$ cat src/rtl/rob_circular_buffer.sv
// Reorder buffer: circular queue of in-flight instructions with CDB writeback, operand lookup and in-order commit.
// Define ROB_FLUSH_EN to add a synchronous flush input that empties the buffer.
module rob_circular_buffer #(
  parameter int ROB_DEPTH = 32
) (
  input  logic        clk,
  input  logic        rst,
  input  logic        dispatch_valid,
  input  logic [2:0]  dispatch_op_type,
  input  logic [4:0]  dispatch_rd_addr,
  input  logic        dispatch_regf_we,
  output logic [4:0]  dispatch_rob_idx,
  output logic        rob_full,
  output logic        rob_empty,
  input  logic        cdb_valid,
  input  logic [4:0]  cdb_rob_idx,
  input  logic [31:0] cdb_data,
  input  logic [4:0]  rs1_rob_idx,
  input  logic [4:0]  rs2_rob_idx,
  output logic        rs1_rob_ready,
  output logic        rs2_rob_ready,
  output logic [31:0] rs1_rob_data,
  output logic [31:0] rs2_rob_data,
  output logic        commit_valid,
  output logic [4:0]  commit_rob_idx,
  output logic [4:0]  commit_rd_addr,
  output logic [31:0] commit_rd_data,
  output logic        commit_regf_we
`ifdef ROB_FLUSH_EN
  ,
  input  logic        flush
`endif
);

  localparam int PTR_W = $clog2(ROB_DEPTH);
  localparam int CNT_W = PTR_W + 1;

  typedef enum logic [2:0] {
    OP_NONE   = 3'd0,
    OP_ALU    = 3'd1,
    OP_LOAD   = 3'd2,
    OP_STORE  = 3'd3,
    OP_BRANCH = 3'd4,
    OP_JUMP   = 3'd5,
    OP_MUL    = 3'd6,
    OP_DIV    = 3'd7
  } types_t;

  typedef enum logic [1:0] {
    ST_EMPTY = 2'd0,
    ST_WAIT  = 2'd1,
    ST_DONE  = 2'd2
  } status_t;

  typedef struct packed {
    logic        valid;
    status_t     status;
    types_t      op_type;
    logic [4:0]  rd_addr;
    logic        regf_we;
    logic [31:0] rd_data;
  } rob_entry_t;

  rob_entry_t       rob [ROB_DEPTH];
  logic [PTR_W-1:0] head;
  logic [PTR_W-1:0] tail;
  logic [CNT_W-1:0] count;

  logic             do_dispatch;
  logic             cdb_write;
  logic [PTR_W-1:0] cdb_ptr;
  logic [PTR_W-1:0] rs1_ptr;
  logic [PTR_W-1:0] rs2_ptr;
  logic             rs1_ent_valid;
  logic             rs2_ent_valid;

  // Indices at or above ROB_DEPTH never name a live entry when the ROB is narrower than 32.
  function automatic logic idx_in_range(input logic [4:0] idx);
    return {1'b0, idx} < 6'(ROB_DEPTH);
  endfunction

  // A same-cycle CDB result takes priority over the stored value so consumers see it immediately.
  function automatic logic [32:0] operand_lookup(input logic        cdb_hit,
                                                 input logic        ent_valid,
                                                 input logic        ent_done,
                                                 input logic [31:0] ent_data,
                                                 input logic [31:0] bus_data);
    if (cdb_hit && ent_valid)
      return {1'b1, bus_data};
    else if (ent_valid && ent_done)
      return {1'b1, ent_data};
    return 33'd0;
  endfunction

  assign rob_full         = (count == CNT_W'(ROB_DEPTH));
  assign rob_empty        = (count == '0);
  assign dispatch_rob_idx = 5'(tail);
  assign commit_rob_idx   = 5'(head);

  assign commit_valid   = rob[head].valid && (rob[head].status == ST_DONE);
  assign commit_rd_addr = commit_valid ? rob[head].rd_addr : 5'd0;
  assign commit_rd_data = commit_valid ? rob[head].rd_data : 32'd0;
  assign commit_regf_we = commit_valid && rob[head].regf_we;

  assign do_dispatch = dispatch_valid && !rob_full;

  assign cdb_ptr   = cdb_rob_idx[PTR_W-1:0];
  assign cdb_write = cdb_valid && idx_in_range(cdb_rob_idx) &&
                     rob[cdb_ptr].valid && (rob[cdb_ptr].status == ST_WAIT);

  assign rs1_ptr       = rs1_rob_idx[PTR_W-1:0];
  assign rs2_ptr       = rs2_rob_idx[PTR_W-1:0];
  assign rs1_ent_valid = idx_in_range(rs1_rob_idx) && rob[rs1_ptr].valid;
  assign rs2_ent_valid = idx_in_range(rs2_rob_idx) && rob[rs2_ptr].valid;

  assign {rs1_rob_ready, rs1_rob_data} =
    operand_lookup(cdb_valid && (cdb_rob_idx == rs1_rob_idx), rs1_ent_valid,
                   rob[rs1_ptr].status == ST_DONE, rob[rs1_ptr].rd_data, cdb_data);
  assign {rs2_rob_ready, rs2_rob_data} =
    operand_lookup(cdb_valid && (cdb_rob_idx == rs2_rob_idx), rs2_ent_valid,
                   rob[rs2_ptr].status == ST_DONE, rob[rs2_ptr].rd_data, cdb_data);

  // Commit, CDB and dispatch never touch the same entry in one cycle: commit needs done,
  // CDB needs a waiting entry, and dispatch needs a free one.
  always_ff @(posedge clk or posedge rst) begin
    if (rst) begin
      for (int i = 0; i < ROB_DEPTH; i++) rob[i] <= '0;
      head  <= '0;
      tail  <= '0;
      count <= '0;
    end
`ifdef ROB_FLUSH_EN
    else if (flush) begin
      for (int i = 0; i < ROB_DEPTH; i++) rob[i] <= '0;
      head  <= '0;
      tail  <= '0;
      count <= '0;
    end
`endif
    else begin
      if (commit_valid) begin
        rob[head].valid  <= 1'b0;
        rob[head].status <= ST_EMPTY;
        head             <= head + 1'b1;
      end
      if (cdb_write) begin
        rob[cdb_ptr].status  <= ST_DONE;
        rob[cdb_ptr].rd_data <= cdb_data;
      end
      if (do_dispatch) begin
        rob[tail] <= '{valid:   1'b1,
                       status:  ST_WAIT,
                       op_type: types_t'(dispatch_op_type),
                       rd_addr: dispatch_rd_addr,
                       regf_we: dispatch_regf_we,
                       rd_data: 32'd0};
        tail      <= tail + 1'b1;
      end
      unique case ({do_dispatch, commit_valid})
        2'b10:   count <= count + 1'b1;
        2'b01:   count <= count - 1'b1;
        default: count <= count;
      endcase
    end
  end

endmodule

$ cat config.mk
export PLATFORM = sky130hd
export DESIGN_NAME = rob_circular_buffer
export DESIGN_NICKNAME = d
export VERILOG_FILES = /design/src/rtl/rob_circular_buffer.sv
export SDC_FILE = /design/constraint.sdc
export NUM_CORES = 2
export LEC_CHECK = 0
export ABC_AREA = 1
export BUFFER_PORTS_ARGS = -buffer_cell sky130_fd_sc_hd__buf_2
export CAP_MARGIN = 25
export CORE_MARGIN = 2
export CORE_UTILIZATION = 25
export CTS_CLUSTER_DIAMETER = 40
export CTS_CLUSTER_SIZE = 25
export DETAILED_ROUTE_END_ITERATION = 6
export PLACE_DENSITY = 0.46
export REMOVE_ABC_BUFFERS = 1
export SYNTH_ARGS = -nofsm -noshare
export SYNTH_HDL_FRONTEND = slang
export SYNTH_SLANG_ARGS = --single-unit
$ cat constraint.sdc
create_clock -name clk -period 59.9 [get_ports clk]
set_input_delay 2.995 -clock clk [delete_from_list [all_inputs] [get_ports clk]]
set_output_delay 2.995 -clock clk [all_outputs]
set_load 0.005 [all_outputs]
* After elaboration in Yosys (flattened, before gate mapping)
Cells that the tools add are included.
** Cells by class
- Add/sub/neg operators :: 4
- Order comparisons :: 8
- Equality and inequality tests :: 9
- Muxes and demuxes :: 43
- Bitwise logic cells :: 5
- Reductions and logical operators :: 17
** Operators with widths (number)
- $bwmux 1408 :: 5
- $mux 1408 :: 3
- $demux 44 s5 :: 5
- $bmux 44 s5 :: 4
- $mux 44 :: 10
- $mux 33 :: 6
- $mux 43 :: 2
- $mux 32 :: 2
- $ge 6x6->1 const B :: 5
- $not 5->6 :: 5
- $lt 6x1->1 const B :: 3
- $logic_and 1x1->1 :: 14
- $pmux 6 s2 :: 1
- $add 5x1->5 const B :: 2
- $eq 5x5->1 :: 2
- $eq 2x2->1 const B :: 4
- $add 6x1->6 const B :: 1
- $eq 6x6->1 const B :: 1
- $logic_not 6->1 :: 1
- $sub 6x1->6 const B :: 1
- $mux 5 :: 1
- $eq 2x1->1 const B :: 2
- $mux 1 :: 4
- $reduce_bool 2->1 :: 1
- $logic_not 1->1 :: 1
** Word-level totals
- Flip-flop bits (word level) :: 1424
- Bits of input ports :: 60
- Logic and storage cells :: 281

* Longest topological paths before layout
- Depth after elaboration :: 13
- Mapped depth :: 25
- Mapped depth without buffers :: 22

* Least setup slack after synthesis
Ideal clock, no wire load.
- Path kind :: input -> output
- From :: in rs1_rob_idx[0]
- To :: out rs1_rob_data[10]
- Data arrival time :: 4.674 ns
- Data required time :: 56.905 ns
- Slack :: 52.231 ns
- Stages :: 16
- Cells stage by stage :: buf_2 clkinv_1 buf_2 nand2_1 nand3_1 nand3_1 nand2_1 nand2_1 nand2_1 nand2_1 nand2_1 nand3_2 nand2_1 buf_2 nand3_1 inv_1
** On the way
- Cells in the longest elaborated chain, start to end :: 9
- Elaborated cells between the ends (all ways) :: 14
** Ends and longest elaborated chain
- start, declared :: RTL line 18 : input logic [4:0] rs1_rob_idx,
- $not 5->6 (implied by the code) :: RTL line 113, 118
- $bmux 44 s5 :: RTL line 113, 118
- $mux 44 (implied by the code) (2 in series) :: RTL line 118 : rob[rs1_ptr].status == ST_DONE, rob[rs1_ptr].rd_data, cdb_data);
- $eq 2x2->1 :: RTL line 118
- $logic_and 1x1->1 :: RTL line 90 : else if (ent_valid && ent_done)
- $mux 1 :: RTL line 90
- $mux 1 :: RTL line 88 : if (cdb_hit && ent_valid)
- $mux 33 (*) :: RTL line 92 : return 33'd0;
- end, declared :: RTL line 22 : output logic [31:0] rs1_rob_data,
Mark *: on every way between the ends. The rest lies on a longest branch, timed or not. The select of a mux whose other input is x is not followed.

* Worst setup path in the final report
- From :: in rs1_rob_idx[2]
- To :: out rs1_rob_data[16]
The elaborated chain is that of the path after synthesis.

==> out/qor.yml <==
hold_slack_ns: 0.480
grt_pass1_vias: 95200
cts_buffers: 326
cts_max_level: 5
start_util_pct: 25.1
drt_wl_total_mm: 534
drv_cap: 0
max_slew_margin_pct: 14.6
leakagePower_nw: 53.2
drive_above_1_share_pct: 8.08
cp.arrival_ns: 8.78
outcome: "complete, but fails checks"
synth-seq-area-share_pct: 35.9
synth_most_common_cell: "nand2_1"
clk_latency_ns: 0.95
dpl.hpwl_mm: 298
core_area_um2: 369000
critPathLaunchType: "input pin"
clock_sinks: 1328
yosysUniqueCellTypes: 41
rsz0062_at_grt: "no"
crit_path_end_kind: "primary output"
worstRegToRegCells: 22
peakVddDrop_mv: 0.0818
vias: 106000
finalHoldViolations: 0
ios: 177
post_cts_buffers: 0
synthCells: 14600
ant_nets: 0
p_int_mw: 3.01
cts_resized: 0
firstDrtPassIters: 6
globalplace.congestion: 0.919
hp-class: "flop to flop"
clk_pin_slew_ns: 0.05
nNetsFinal: 14000
max-clock-path-buffers: 4
critPathRequiredTime_ns: 56.90
power.density_nw_per_um2: 48.4
syn2layout_area_growth_pct: 17.5
vias_per_cell: 5.51
synth.avg_cell_area_um2: 6.36
power_frac_seq_pct: 25.5
holdBufCountCts: 0
synth_top_area_share_pct: 35.9
finalNonFillerCells: 19200
power_mw: 5.26
wl_met3_mm: 52.4
drt-initial-drc-count: 15200
finalSetupViolCount: 0
period_needed_ns: 11.78
violations: "design-rule violations"
cts_root_buffer: "clkbuf_16"
wl_met2_mm: 226
port_buffers: 173
wl_met1_mm: 220
stdcell_area_um2: 109000
slew_violations: 0
synthTopCellsByArea: "dfrtp_1 (36%), a21oi_1 (13%), nand2_1 (11%)"
yosys_warnings: 0
synth_area_um2: 92600
rows: 223
grt_first_pass_wirelength_mm: 747
min_path_cells: 2
crit_path_max_fanout: 65
synth_edf_count: 0
power_frac_comb_pct: 37.6
synthArstFlopShare_pct: 100
finalCritPeriodShare_pct: 19.7
clock_power_share_pct: 36.9
track_usage_pct: 27.5
yosysTopAreaCell: "dfrtp_1"
highest_layer: "met5"
dieArea_um2: 375000
grt_max_degree: 213
worstMarginPinSlew_ns: 1.28
ys.flop_type: "dfrtp_1"
antenna_found_initial: 50
path_class: "input pin to primary output"
gr-total-overflow: 0
fin_skew_ns: 0.0869
fmax_ghz: 0.0849
cts_tree: "built"
placed_cells: 18500
reg2reg_setup_slack_ns: 52.84
wire_per_inst_um: 27.9
ys_ff_latch: 1328
die_w_um: 613
p_sw_share_pct: 42.9
p_sw_mw: 2.26
placed_area_um2: 96700
setup_tns_ns: 0
synth_common_cells: "nand2_1 (2831), a21oi_1 (2319), nand3_1 (1858), o21ai_0 (1856), nor2_1 (1786)"
fp.dieH_um: 613
route.detailed.drc: 4
-- worst max-delay path: stages --
cell and delay, ns:
buf_8 0.16, inv_8 0.71, buf_4 0.88, nand3_1 0.30, nand2_1 0.12, nand2_1 0.05
nand2_1 0.09, nand2_1 0.07, nand2_2 0.10, buf_4 0.50, nand2_4 0.55, nand2_2 1.00
nand3_1 0.74, inv_1 0.19, buf_2 0.14
-- state kept, by name, summed over array words and instances, names as in the netlist --
name and cells:
commit_rob_idx 5, dispatch_rob_idx 5, count 6, rob 1312
-- through the flow --
step / util [%] / worst slack, ns
after floorplan: - / 15.35
after global placement: 26.2 / 48.52
after detailed placement: 26.2 / 48.46
after CTS: 29.4 / 48.46
after global routing: 29.5 / 48.48
final: 29.5 / 48.12
-- area by class of cell --
class | count | area (µm²)
clock inverters | 183 | 2710
inverters | 837 | 3210
fillers | 41000 | 260000
clock buffers | 412 | 9100
repair buffers | 457 | 3540
flip-flops and latches | 1328 | 33200
multi-input cells | 11000 | 50700
well taps | 4950 | 6190
diodes | 21 | 52.6
-- layer usage --
metal	vias up	global-route usage, %
li1	47300	-
met1	50600	36.5
met2	6156	41.2
met3	1441	5.41
met4	22	16.1
met5	-	0
-- worst paths after layout --
check	start	endpoint
worst max-delay path	rs1_rob_idx[2]	rs1_rob_data[16]
min in group asynchronous	rst	rob[340]
max in group asynchronous	rst	rob[1305]
worst max register to register	commit_rob_idx[0]	count[4]
worst min-delay path	rob[518]	rob[518]
worst min register to register	rob[518]	rob[518]
-- power by group through the flow --
stage | clock, mW | sequential [mW] | combinational [mW]
final | 1.94 | 1.34 | 1.98
after global routing | 2.01 | 1.37 | 2.16
after CTS | 1.96 | 1.33 | 1.94
after detailed placement | 0 | 1.34 | 1.93
after global placement | 0 | 1.34 | 1.92
after floorplan | 0 | 1.35 | 1.20
-- layout by cell type, fill, tap and decap left out, types with 53 or more instances in the layout --
cell / instances
clkbuf_8: 56
buf_2: 163
nand3_1: 1848
clkinv_2: 54
nor2_1: 1755
nand2_1: 2798
dfrtp_1: 1326
bufinv_16: 53
inv_1: 800
o21ai_0: 1856
clkbuf_16: 329
buf_4: 254
a22o_1: 91
a21oi_1: 2319
-- cell families after synthesis --
kind of cell / synth area share (%)
simple gates: 29.5
compound gates: 24.4
flops: 35.9
xor+xnor: 0.142
buf+inv: 9.99
fa+ha+maj: 0.149
(Power assumes the default switching activity.)
